<file path="config.mk">
export PLATFORM = sky130hd
export DESIGN_NAME = regfile_mp
export DESIGN_NICKNAME = d
export VERILOG_FILES = /design/src/rtl/rf_pkg.sv /design/src/rtl/rf_rdport.sv /design/src/rtl/regfile_mp.sv
export SDC_FILE = /design/constraint.sdc
export NUM_CORES = 2
export LEC_CHECK = 0
export CORE_MARGIN = 4
export CORE_UTILIZATION = 45
export DETAILED_ROUTE_END_ITERATION = 7
export GPL_TIMING_DRIVEN = 0
export PLACE_DENSITY = 0.59
export SYNTH_ARGS = -nofsm -noshare
export SYNTH_HDL_FRONTEND = slang
export SYNTH_HIERARCHICAL = 1
export SYNTH_SLANG_ARGS = --single-unit
</file>
<file path="constraint.sdc">
create_clock -name clk -period 4.4 [get_ports clk]
set_input_delay 1.1 -clock clk [delete_from_list [all_inputs] [get_ports clk]]
set_output_delay 1.1 -clock clk [all_outputs]
set_load 0.1 [all_outputs]
</file>
<file path="src/rtl/rf_pkg.sv">
// Shared types and default sizes for the multi-port register file.
package rf_pkg;

   localparam int unsigned RF_DATA_W = 32;
   localparam int unsigned RF_ADDR_W = 5;

   typedef enum logic {RF_IDLE, RF_CLEAR} rf_state_e;

endpackage

</file>
<file path="src/rtl/rf_rdport.sv">
// One combinational read port: register mux, r0 forced to zero, same-cycle write bypass.
module rf_rdport
   import rf_pkg::*;
#(
   parameter int unsigned DATA_W = RF_DATA_W,
   parameter int unsigned ADDR_W = RF_ADDR_W,
   localparam int unsigned NREG  = 2 ** ADDR_W
) (
   input  logic [NREG-1:0][DATA_W-1:0] regs,
   input  logic [NREG-1:0]             pending,
   input  logic [ADDR_W-1:0]           ra,
   input  logic                        byp_en,
   input  logic                        byp_busy_clr,
   input  logic [ADDR_W-1:0]           wa,
   input  logic [DATA_W-1:0]           wd,
   output logic [DATA_W-1:0]           rd,
   output logic                        busy
);

   logic hit;

   assign hit = (wa == ra);

   always_comb begin
      rd   = '0;
      busy = 1'b0;
      if (ra != '0) begin
         rd   = (byp_en && hit) ? wd : regs[ra];
         // A same-cycle set to the written address keeps the current pending view.
         busy = pending[ra] && !(byp_busy_clr && hit);
      end
   end

endmodule

</file>
<file path="src/rtl/regfile_mp.sv">
// Multi-read-port register file with a pending-write scoreboard and a sequential soft clear.
module regfile_mp
   import rf_pkg::*;
#(
   parameter int unsigned DATA_W = RF_DATA_W,
   parameter int unsigned ADDR_W = RF_ADDR_W,
   parameter int unsigned N_RD   = 2
) (
   input  logic                     clk,
   input  logic                     rst_n,
   input  logic [N_RD*ADDR_W-1:0]   ra,
   output logic [N_RD*DATA_W-1:0]   rd,
   output logic [N_RD-1:0]          rd_busy,
   input  logic                     we,
   input  logic [ADDR_W-1:0]        wa,
   input  logic [DATA_W-1:0]        wd,
   input  logic                     set_en,
   input  logic [ADDR_W-1:0]        set_addr,
   input  logic                     clr_req,
   output logic                     clr_busy,
   output logic                     clr_done
);

   localparam int unsigned       NREG     = 2 ** ADDR_W;
   localparam logic [ADDR_W-1:0] PTR_LAST = '1;

   rf_state_e                   state_q, state_d;
   logic [ADDR_W-1:0]           ptr_q, ptr_d;
   logic                        clr_done_q, clr_done_d;
   logic [NREG-1:0][DATA_W-1:0] regs_q;
   logic [NREG-1:0]             pending_q;

   logic idle, wr_ok, set_ok, set_wr_same;

   assign idle        = (state_q == RF_IDLE);
   assign wr_ok       = idle && we && (wa != '0);
   assign set_ok      = idle && set_en && (set_addr != '0);
   assign set_wr_same = set_ok && (set_addr == wa);

   assign clr_busy = (state_q == RF_CLEAR);
   assign clr_done = clr_done_q;

   always_comb begin
      state_d    = state_q;
      ptr_d      = ptr_q;
      clr_done_d = 1'b0;
      unique case (state_q)
         RF_IDLE: begin
            if (clr_req) begin
               state_d = RF_CLEAR;
               ptr_d   = ADDR_W'(1);
            end
         end
         RF_CLEAR: begin
            // Stop at all-ones so the pointer never wraps back onto r0.
            if (ptr_q == PTR_LAST) begin
               state_d    = RF_IDLE;
               clr_done_d = 1'b1;
            end else begin
               ptr_d = ptr_q + ADDR_W'(1);
            end
         end
      endcase
   end

   always_ff @(posedge clk or negedge rst_n) begin
      if (!rst_n) begin
         state_q    <= RF_IDLE;
         ptr_q      <= '0;
         clr_done_q <= 1'b0;
      end else begin
         state_q    <= state_d;
         ptr_q      <= ptr_d;
         clr_done_q <= clr_done_d;
      end
   end

   always_ff @(posedge clk or negedge rst_n) begin
      if (!rst_n) begin
         regs_q <= '0;
      end else if (!idle) begin
         regs_q[ptr_q] <= '0;
      end else if (wr_ok) begin
         regs_q[wa] <= wd;
      end
   end

   // Set is applied after the write clear so a same-address set wins.
   always_ff @(posedge clk or negedge rst_n) begin
      if (!rst_n) begin
         pending_q <= '0;
      end else if (idle) begin
         if (clr_req) begin
            pending_q <= '0;
         end else begin
            if (wr_ok)  pending_q[wa]       <= 1'b0;
            if (set_ok) pending_q[set_addr] <= 1'b1;
         end
      end
   end

   for (genvar i = 0; i < N_RD; i++) begin : g_rd
      rf_rdport #(
         .DATA_W (DATA_W),
         .ADDR_W (ADDR_W)
      ) u_rdport (
         .regs         (regs_q),
         .pending      (pending_q),
         .ra           (ra[i*ADDR_W +: ADDR_W]),
         .byp_en       (wr_ok),
         .byp_busy_clr (wr_ok && !set_wr_same),
         .wa           (wa),
         .wd           (wd),
         .rd           (rd[i*DATA_W +: DATA_W]),
         .busy         (rd_busy[i])
      );
   end

endmodule

</file>
==> metrics <==
Die ar.=about 0.13 mm^2; CP endpoint kind=output pin; # DRC=3; post-DR wirelength/cell=roughly 47 um; R2R setup slack=600 ps; Clock Latency Late Sink=about 800 ps; gpl congestion=between 1 and 1.5; Post-synth top flop=dfrtp_1; status=finished with violations; fin util=0.5488; EDFF count, synth=0; first-pass GRT wire length=between 300000 and 400000 um; Via Count=roughly 48000; clock slew at reported path FFs=roughly 60 ps; TritonCTS clock tree=yes; Clock Path Buffers=3; area of the mapped netlist=0.05600 mm^2; min Tclk post-route=4560 ps; mux cell area share after synthesis=0.2259; initial DRC count=between 8000 and 9000; count of unique library cells instantiated by Yosys=between 60 and 70; Avg Inst Size Synth=approximately 14 um^2; Port Buf Inserts=between 100 and 150; xor-xnor portion of the synthesized cell area=0.002659; share of layout cells above drive strength 1=0.2851; IO Pins=125; Peak VDD IR=between 0.5 and 0.6 mV; crit path DAT=3460 ps; DRT Pass-1 Iters=8; type of the most critical hold path=in -> async; Post-Syn Nets=between 4000 and 5000; type of origin of the critical path=primary input; Area Overhead vs Synth=21.16%; die height=around 360 um; Via density=between 7 and 8; Post-DP Area=approximately 0.06 mm^2; pwr dens=478.6 mW/mm^2; area share of fa/ha/maj cells after synthesis=0.001117; H-tree depth=3; RSZ-0062 raised after global routing=true; register area share after synthesis=0.4750; Worst Clk Skew=roughly 46 ps; setup ws final=-160.0 ps; # setup viols final=46; Fmax=219.3 MHz; Synth Area in Simple Gates=0.03056; dpl ws=-2881 ps; fin. max-slew vios=22; CP Cell Sequence=buf_4 -> buf_4 -> inv_1 -> buf_4 -> nand2_2 -> clkbuf_8 -> o221ai_2 -> o221a_4 -> buf_8; setup TNS=-1921 ps; CTS Sinks=1063; failing checks=design-rule violations, max-capacitance violations, max-slew violations, negative setup slack; WS Path Type=in -> out; drt total wl=288000 um; estimated wirelength of the detail-placed design=around 200000 um; largest family of logic cells by synthesized area=multiplexers; post-synthesis async set-or-reset flop share=1.000; total of max-cap violations=3; Post-DRT Antenna Nets=0; Crit path required time=approximately 3300 ps; Seq cells post-synth=about 1100; critical path peak fanout=10; Synth Area in Compound Gates=0.2187; Nets=4485; Rel. slew slack=-0.07913; Worst path most repeated cell=buf_4; total grt overflow=0; post-route cell area=0.06785 mm^2; Core Area=approximately 0.12 mm^2; vias in the first global route=around 45000; Post-CTS Hold Buffers=0; slowest CP cell=o221ai_2; largest net degree at the start of global routing=~170; GRT Util Overall=0.4346; final hold vios=0; die width=360.8 um; CTS buffer count=120; slew of the pin with the lowest slew margin=1619 ps; Largest stage delay, worst path=400 ps; # rows=between 100 and 150; post-route clock period utilization=1.036; Yosys warnings=6; CTS root buf=clkbuf_16; WHS=between 200 and 300 ps; antenna violations before repair=13; Mapped Cells=4135; Static Leakage=29.46 nW; Initial Util=0.4530
[cell usage in the layout (no fill, tap or decap), drive strengths merged, types with 5 or more instances in the layout]
cell type and n:
inv 13, a221oi 30, nand4 15, nand2b 8, or2 8, a21oi 91
o221ai 18, xor2 5, o22ai 33, o21ai 66, nor3b 9, nor2b 11
nand3 18, buf 318, o22a 14, a22oi 90, ha 5, dfrtp 1063
a22o 1047, xnor2 12, and3 6, a211o 14, clkdlybuf4s50 41, o211ai 20
nor4 14, nand2 71, clkinv 37, clkbuf 491, and2 44, mux2i 276
o21bai 6, a2111oi 8, bufinv 13, nor2 72, a31oi 16, mux4 438
nor3 22, o221a 20
[registers in the layout (all words and copies together), names as in the netlist]
signal and count:
regs_q 1024, pending_q 32, ptr_q 5, clr_busy 1, clr_done 1
[layout make-up]
| type | count | area (um^2) |
|---|---|---|
| multi-input cells | 2541 | 28710 |
| repair buffers | 172 | 2321 |
| clock inverters | 58 | 683.2 |
| flip-flops and latches | 1063 | 26600 |
| well taps | 1637 | 2048 |
| plain buffers | 516 | 3973 |
| diodes | 4 | 10.01 |
| clock buffers | 165 | 3475 |
| inverters | 9 | 37.54 |
| fillers | 10280 | 55780 |
[per-stage QoR]
stage                     total power, W  std cells
final                            0.03247       6165
after global routing             0.03317       6161
after CTS                        0.03189       6155
after detailed placement         0.02061       5895
after global placement           0.02052       5888
after floorplan                  0.01755       4135
[power breakdown]
group	switching, W	total (W)	leakage (nW)	internal (W)
combinational	0.00521	0.00889	12.7	0.00367
sequential	0.00138	0.0128	14.7	0.0114
clock	0.00455	0.0108	2.08	0.00627
total	0.0111	0.0325	29.5	0.0213
[cell usage after synthesis (6+ instances only)]
cell,number,area share
buf_2,113,0.010
a221oi_1,30,0.0047
nand2b_1,8,0.00089
mux4_2,438,0.18
and2_1,44,0.0049
nor3b_1,7,0.00094
nand4_1,15,0.0017
mux2i_1,276,0.049
buf_8,12,0.0032
o221a_1,20,0.0040
a211o_1,14,0.0022
o22ai_1,33,0.0037
o211ai_1,20,0.0027
inv_1,9,0.00060
nand2_1,71,0.0048
nor2_2,11,0.0012
nand3_1,18,0.0016
o22a_1,14,0.0022
nor2_1,56,0.0038
o221ai_1,18,0.0028
nor2b_1,11,0.0012
a21oi_1,91,0.0081
nor4_1,14,0.0016
nor3_1,22,0.0020
a22o_1,1047,0.16
clkbuf_1,330,0.022
xnor2_1,12,0.0019
buf_4,22,0.0029
buf_6,26,0.0052
and3_1,6,0.00067
o21bai_1,6,0.00080
a2111oi_2,8,0.0021
buf_1,17,0.0011
a31oi_1,16,0.0018
a22oi_1,90,0.012
o21ai_0,56,0.0050
o21ai_1,10,0.00089
dfrtp_1,1063,0.47
[routing by layer]
layer	track usage	vias to the layer above	wire, um	share of wire
met4	0.2427	12	21040	0.073
met1	0.5499	24850	102600	0.36
met3	0.2560	1036	50890	0.18
met2	0.5749	4523	113100	0.39
li1	-	17380	-	-
met5	0.01344	-	291	0.0010
[what timing repair did]
action | CTS | global route
endpoints found under the setup margin | 66 | 64
endpoints found under the hold margin | 0 | 0
setup buffers | 38 | 6
gates cloned | 4 | 0
pin swaps | 35 | 15
gates resized for setup | 1202 | 94
[cell families (layout without fill, tap and decap cells)]
family	after synthesis	in the layout
buffers and inverters	531	920
AND/OR/NAND/NOR	318	318
flip-flops	1063	1063
XOR/XNOR	17	17
multiplexers	716	716
other	0	4
AO/OA/AOI/OAI	1485	1485
adder cells (fa/ha/maj)	5	5
[path summary, 6_finish.rpt]
check,from,depth (start not counted),end
setup / recovery,ra[4],9,rd[13]
hold / removal,rst_n,1,regs_q[220]$_DFFE_PN0P_
setup reg to reg,clr_busy$_DFF_PN0_,7,regs_q[329]$_DFFE_PN0P_
hold reg to reg,regs_q[27]$_DFFE_PN0P_,1,regs_q[27]$_DFFE_PN0P_
max in group asynchronous,rst_n,5,regs_q[786]$_DFFE_PN0P_
min in group clk,regs_q[27]$_DFFE_PN0P_,1,regs_q[27]$_DFFE_PN0P_
[worst max-delay path: cells and delay by family]
kind | cells | cell delay (ps)
compound gates | 2 | 730
buf+inv | 6 | 1340
simple gates | 1 | 200
No activity file was read; power rests on OpenSTA's default activity.
